`src/rtl/rv32i_wb_trace_fifo.sv`:
```
`default_nettype none
// ============================================================================
// Module   : rv32i_wb_trace_fifo
// Purpose  : Captures qualified RV32I writeback events {pc, rd, data} into a
//            small trace FIFO. The FIFO counts retirements and counts entries
//            it has to drop (sticky flag plus a saturating counter).
// Revision : 1.0 - initial release
// ============================================================================
module rv32i_wb_trace_fifo #(
  parameter int DEPTH  = 8,
  parameter int DROP_W = 16
) (
  input  logic                       clk_i,
  input  logic                       rst_i,
  input  logic                       wb_valid_i,
  input  logic [4:0]                 wb_rd_addr_i,
  input  logic [31:0]                wb_rd_data_i,
  input  logic [31:0]                wb_pc_i,
  input  logic                       clear_i,
  output logic                       trace_valid_o,
  input  logic                       trace_ready_i,
  output logic [31:0]                trace_pc_o,
  output logic [4:0]                 trace_rd_addr_o,
  output logic [31:0]                trace_rd_data_o,
  output logic [$clog2(DEPTH):0]     level_o,
  output logic                       overflow_o,
  output logic [DROP_W-1:0]          drop_cnt_o,
  output logic [31:0]                retire_cnt_o
);

  localparam int                AW        = $clog2(DEPTH);
  localparam logic [AW:0]       FULL_LVL  = (AW+1)'(DEPTH);
  localparam logic [DROP_W-1:0] DROP_MAX  = '1;

  typedef struct packed {
    logic [31:0] pc;
    logic [4:0]  rd;
    logic [31:0] data;
  } entry_t;

  entry_t              mem_q [DEPTH];
  logic [AW-1:0]       wr_ptr_q, wr_ptr_d;
  logic [AW-1:0]       rd_ptr_q, rd_ptr_d;
  logic [AW:0]         level_q, level_d;
  logic                overflow_q, overflow_d;
  logic [DROP_W-1:0]   drop_cnt_q, drop_cnt_d;
  logic [31:0]         retire_cnt_q, retire_cnt_d;

  logic                qual, pop, push, drop;
  entry_t              head;

  // Push/pop/drop decisions and next-state for pointers and counters.
  // A full FIFO still accepts a push when the head leaves in the same cycle.
  always_comb begin
    qual         = wb_valid_i && (wb_rd_addr_i != 5'd0);
    pop          = (level_q != '0) && trace_ready_i;
    push         = qual && ((level_q != FULL_LVL) || pop);
    drop         = qual && !push;

    wr_ptr_d     = wr_ptr_q;
    rd_ptr_d     = rd_ptr_q;
    level_d      = level_q;
    overflow_d   = overflow_q;
    drop_cnt_d   = drop_cnt_q;
    retire_cnt_d = retire_cnt_q;

    if (push) wr_ptr_d = wr_ptr_q + AW'(1);
    if (pop)  rd_ptr_d = rd_ptr_q + AW'(1);

    case ({push, pop})
      2'b10:   level_d = level_q + (AW+1)'(1);
      2'b01:   level_d = level_q - (AW+1)'(1);
      default: level_d = level_q;
    endcase

    if (qual) retire_cnt_d = retire_cnt_q + 32'd1;

    // A drop coinciding with a clear restarts the count at one.
    if (drop) begin
      overflow_d = 1'b1;
      if (clear_i)
        drop_cnt_d = DROP_W'(1);
      else if (drop_cnt_q != DROP_MAX)
        drop_cnt_d = drop_cnt_q + DROP_W'(1);
    end else if (clear_i) begin
      overflow_d = 1'b0;
      drop_cnt_d = '0;
    end
  end

  // Control state register with asynchronous reset.
  always_ff @(posedge clk_i or posedge rst_i) begin
    if (rst_i) begin
      wr_ptr_q     <= '0;
      rd_ptr_q     <= '0;
      level_q      <= '0;
      overflow_q   <= 1'b0;
      drop_cnt_q   <= '0;
      retire_cnt_q <= '0;
    end else begin
      wr_ptr_q     <= wr_ptr_d;
      rd_ptr_q     <= rd_ptr_d;
      level_q      <= level_d;
      overflow_q   <= overflow_d;
      drop_cnt_q   <= drop_cnt_d;
      retire_cnt_q <= retire_cnt_d;
    end
  end

  // Entry storage; contents need no reset since level gates visibility.
  always_ff @(posedge clk_i) begin
    if (push) mem_q[wr_ptr_q] <= '{pc: wb_pc_i, rd: wb_rd_addr_i, data: wb_rd_data_i};
  end

  assign head            = mem_q[rd_ptr_q];
  assign trace_valid_o   = (level_q != '0);
  assign trace_pc_o      = head.pc;
  assign trace_rd_addr_o = head.rd;
  assign trace_rd_data_o = head.data;
  assign level_o         = level_q;
  assign overflow_o      = overflow_q;
  assign drop_cnt_o      = drop_cnt_q;
  assign retire_cnt_o    = retire_cnt_q;

endmodule
`default_nettype wire

```
`config.mk`:
```
export PLATFORM = sky130hd
export DESIGN_NAME = rv32i_wb_trace_fifo
export DESIGN_NICKNAME = d
export VERILOG_FILES = /design/src/rtl/rv32i_wb_trace_fifo.sv
export SDC_FILE = /design/constraint.sdc
export NUM_CORES = 1
export LEC_CHECK = 0
export CELL_PAD_IN_SITES_DETAIL_PLACEMENT = 0
export CELL_PAD_IN_SITES_GLOBAL_PLACEMENT = 1
export CORE_ASPECT_RATIO = 1.4
export CORE_UTILIZATION = 40
export DETAILED_ROUTE_END_ITERATION = 10
export GPL_TIMING_DRIVEN = 0
export HOLD_SLACK_MARGIN = 0.03
export PLACE_DENSITY_LB_ADDON = 0.12
export REMOVE_ABC_BUFFERS = 1
export SLEW_MARGIN = 10
export SYNTH_ARGS = -nofsm -noshare
export SYNTH_HDL_FRONTEND = slang
export SYNTH_SLANG_ARGS = --single-unit
```
`constraint.sdc`:
```
create_clock -name clk_i -period 11.5 [get_ports clk_i]
set_input_delay 2.3 -clock clk_i [delete_from_list [all_inputs] [get_ports clk_i]]
set_output_delay 2.3 -clock clk_i [all_outputs]
set_load 0.03 [all_outputs]
```
==> results of run 1 <==
==> metrics by stage <==
step	total power, mW	instances	setup TNS [ps]	utilization, %
floorplan	4.67	1029	0	-
global placement	5.81	1974	-586170	45.0
detailed placement	5.58	2028	0	46.8
CTS	7.46	2140	0	49.9
global route	7.64	2140	0	49.9
finish	7.32	2140	0	49.9
==> cell usage in the layout, fill, tap and decap left out, drive strengths merged, types with 2 or more instances in the layout <==
cell type / count
inv: 8
nor2b: 2
nor2: 14
nor4: 3
o21ai: 6
clkdlybuf4s50: 196
mux4: 138
dfrtp: 59
o31ai: 8
mux2i: 2
xor2: 5
edfxtp: 552
or4b: 2
clkbuf: 80
or4: 12
ha: 6
bufinv: 3
clkinv: 28
a21oi: 13
nand2: 25
xnor2: 33
nand4: 11
mux2: 75
nor3: 4
buf: 54
and4: 3
and3: 9
o41ai: 3
nand3: 23
nand2b: 3
==> where the power goes <==
group	switching (mW)	total [mW]	internal [mW]
clock	0.810	1.86	1.05
combinational	1.33	2.58	1.25
sequential	0.154	2.87	2.72
==> area by class of cell <==
class                           instances  share of cell area [%]
Timing Repair Buffer                  250                    10.1
Inverter                                7                  0.0986
Clock buffer                           80                    5.54
Clock inverter                         32                   0.819
Tap cell                              749                    3.21
Multi-Input combinational cell        411                    18.4
Sequential cell                       611                    61.9
==> routing by layer <==
layer	wire (µm)	share of wire (%)	GRT usage [%]	vias to the layer above
met4	984	1.9	4.74	2
met2	25300	50	29.4	223
li1	-	-	-	5006
met1	21900	43	22.5	5964
met3	2380	4.7	3.62	81
met5	11	0.022	0	-
==> flip-flops by register name (all words and copies together) (netlist names) <==
register and cells:
mem_q 552, retire_cnt_o 32, drop_cnt_o 16, level_o 4, rd_ptr_q 3, wr_ptr_q 3, overflow_o 1
==> logic make-up (layout without fill, tap and decap cells) <==
| group | count (synthesis) | count (layout) | synth area share (%) |
|---|---|---|---|
| AO/OA/AOI/OAI | 34 | 34 | 0.916 |
| XOR/XNOR | 38 | 38 | 1.41 |
| adder cells (fa/ha/maj) | 7 | 7 | 0.402 |
| buffers and inverters | 56 | 369 | 1.12 |
| flip-flops | 611 | 611 | 76.4 |
| multiplexers | 215 | 215 | 16.8 |
| AND/OR/NAND/NOR | 117 | 117 | 2.89 |
==> worst paths after layout <==
path | start | end | depth (start not counted)
hold / removal | retire_cnt_o[31] | retire_cnt_o[31] | 1
min in group asynchronous | rst_i | retire_cnt_o[2] | 2
setup reg to reg | drop_cnt_o[1] | drop_cnt_o[9] | 6
setup / recovery | rd_ptr_q[0] | trace_pc_o[31] | 6
max in group asynchronous | rst_i | rd_ptr_q[2] | 2
hold reg to reg | retire_cnt_o[31] | retire_cnt_o[31] | 1
==> metrics, run 1 <==
RSZ-0062 raised after global routing=no; normalized max-slew margin=28.2%; largest net degree at the start of global routing=60; final wirelength=50,600 µm; minimum clock period=6120 ps; WS Path Type=reg -> out; WP data arrival=3820 ps; first-pass GRT wire length=76,900 µm; r2r setup slk=8630 ps; Min-Delay Path Class=reg -> reg; Post-CTS Hold Fix Bufs=0; initial DRC count=481; # fillers=4,758; WL/cell=23.6 µm; placed inst area=27,300 µm²; Synth async-reset ratio=9.66%; Pwr Density=251 nW/µm²; Antenna diodes=0; number of synthesized register bits=611; TritonCTS buffer count=59; layout cell share with drive strength beyond 1=26.8%; Yosys top cell by area=edfxtp_1; # IOs=197; share of the synthesized area in the top cell type=70.2%; Final Hold Vio Count=0; Worst-Margin Slew=1080 ps; Crit path top cell by count=buf_16; fin worst setup slack=5380 ps; detailed placer's ending HPWL=31,800 µm; overflow left after global routing=0; drt drc=0; via/cell ratio=5.27; RD Place Congestion=0.696; number of H-tree levels=2; prevailing post-synth register cell=edfxtp_1; FMAX=163 MHz; Die Y=290 µm; DR vias=11,300; total track usage=17.3%; Area growth syn-to-layout=23.5%; worst clock skew=21.5 ps; fraction of the cycle the final worst path needs=53.2%; critical path's slowest cell=dfrtp_4; die area=60,100 µm²; Worst path max stage delay=810 ps; Leak=9.55 nW; final hold slack=479 ps; initial antenna violation count=1; CP endpoint kind=output port; Clock Path Buffers=3; worst path bufs/invs=4; sequential share of the synthesized area=76.4%; post-CTS setup buffer count=0; Rows=105; syn avg cell area=21.9 µm²; pre-CTS setup slack=5630 ps; Mapped Cells=1,078; maxcap violations=0; CP Max Fanout=34; Setup-failing EPs final=0; worst path cell trace=buf_16 -> buf_16 -> buf_16 -> mux4_2 -> mux2_2 -> clkdlybuf4s50_1; via count of the first global-routing pass=12,400; Initial Util=40.4%; synth warn=0; top-count cell post-synth=edfxtp_1; clk sinks=611; NumNets Final=1,421; post-route cell area=29,200 µm²; Worst setup SP type=register; cts repair resizes=0; area of the multi-input gates=5370 µm²; Clock transition at path regs=60 ps; total area of sequential cells=18,100 µm²; # port buffers=196; Routed Antenna Nets=0; TritonRoute pass-1 iters=6; Worst Path Required=9200 ps; clk_lat worst skew=620 ps; Std-Cell Core Area=58,500 µm²; status=finished clean; unique cell type count in the Yosys netlist=49; synth top area cells=edfxtp_1 70%, mux4_2 13%, dfrtp_1 6.2%; Slew Limit Fails=0; CTS tree=done; Synth top cells by count=552 x edfxtp_1, 138 x mux4_2, 72 x mux2_2; EDFF count, synth=552; Max VDD drop=149 µV; critical path's top delay family=buffers and inverters; Synth Cell Area=23,600 µm²; Die Wd=207 µm; CTS root buf=clkbuf_16
Power figures use the tool's default switching activity.
==> run 2, diff against run 1 <==
Clock period 11.5 ns to 5.9 ns, I/O delays scaled along.
==> results of run 2 <==
Same layout as run 1 (identical final DEF). Status: finished clean.
Among the figures that moved: setup slack after placement 5630 ps -> 1150 ps; setup slack after layout 5380 ps -> 901 ps; register-to-register setup slack 8630 ps -> 3030 ps; total power 7.32 mW -> 14.3 mW; worst IR drop on VDD 149 µV -> 291 µV
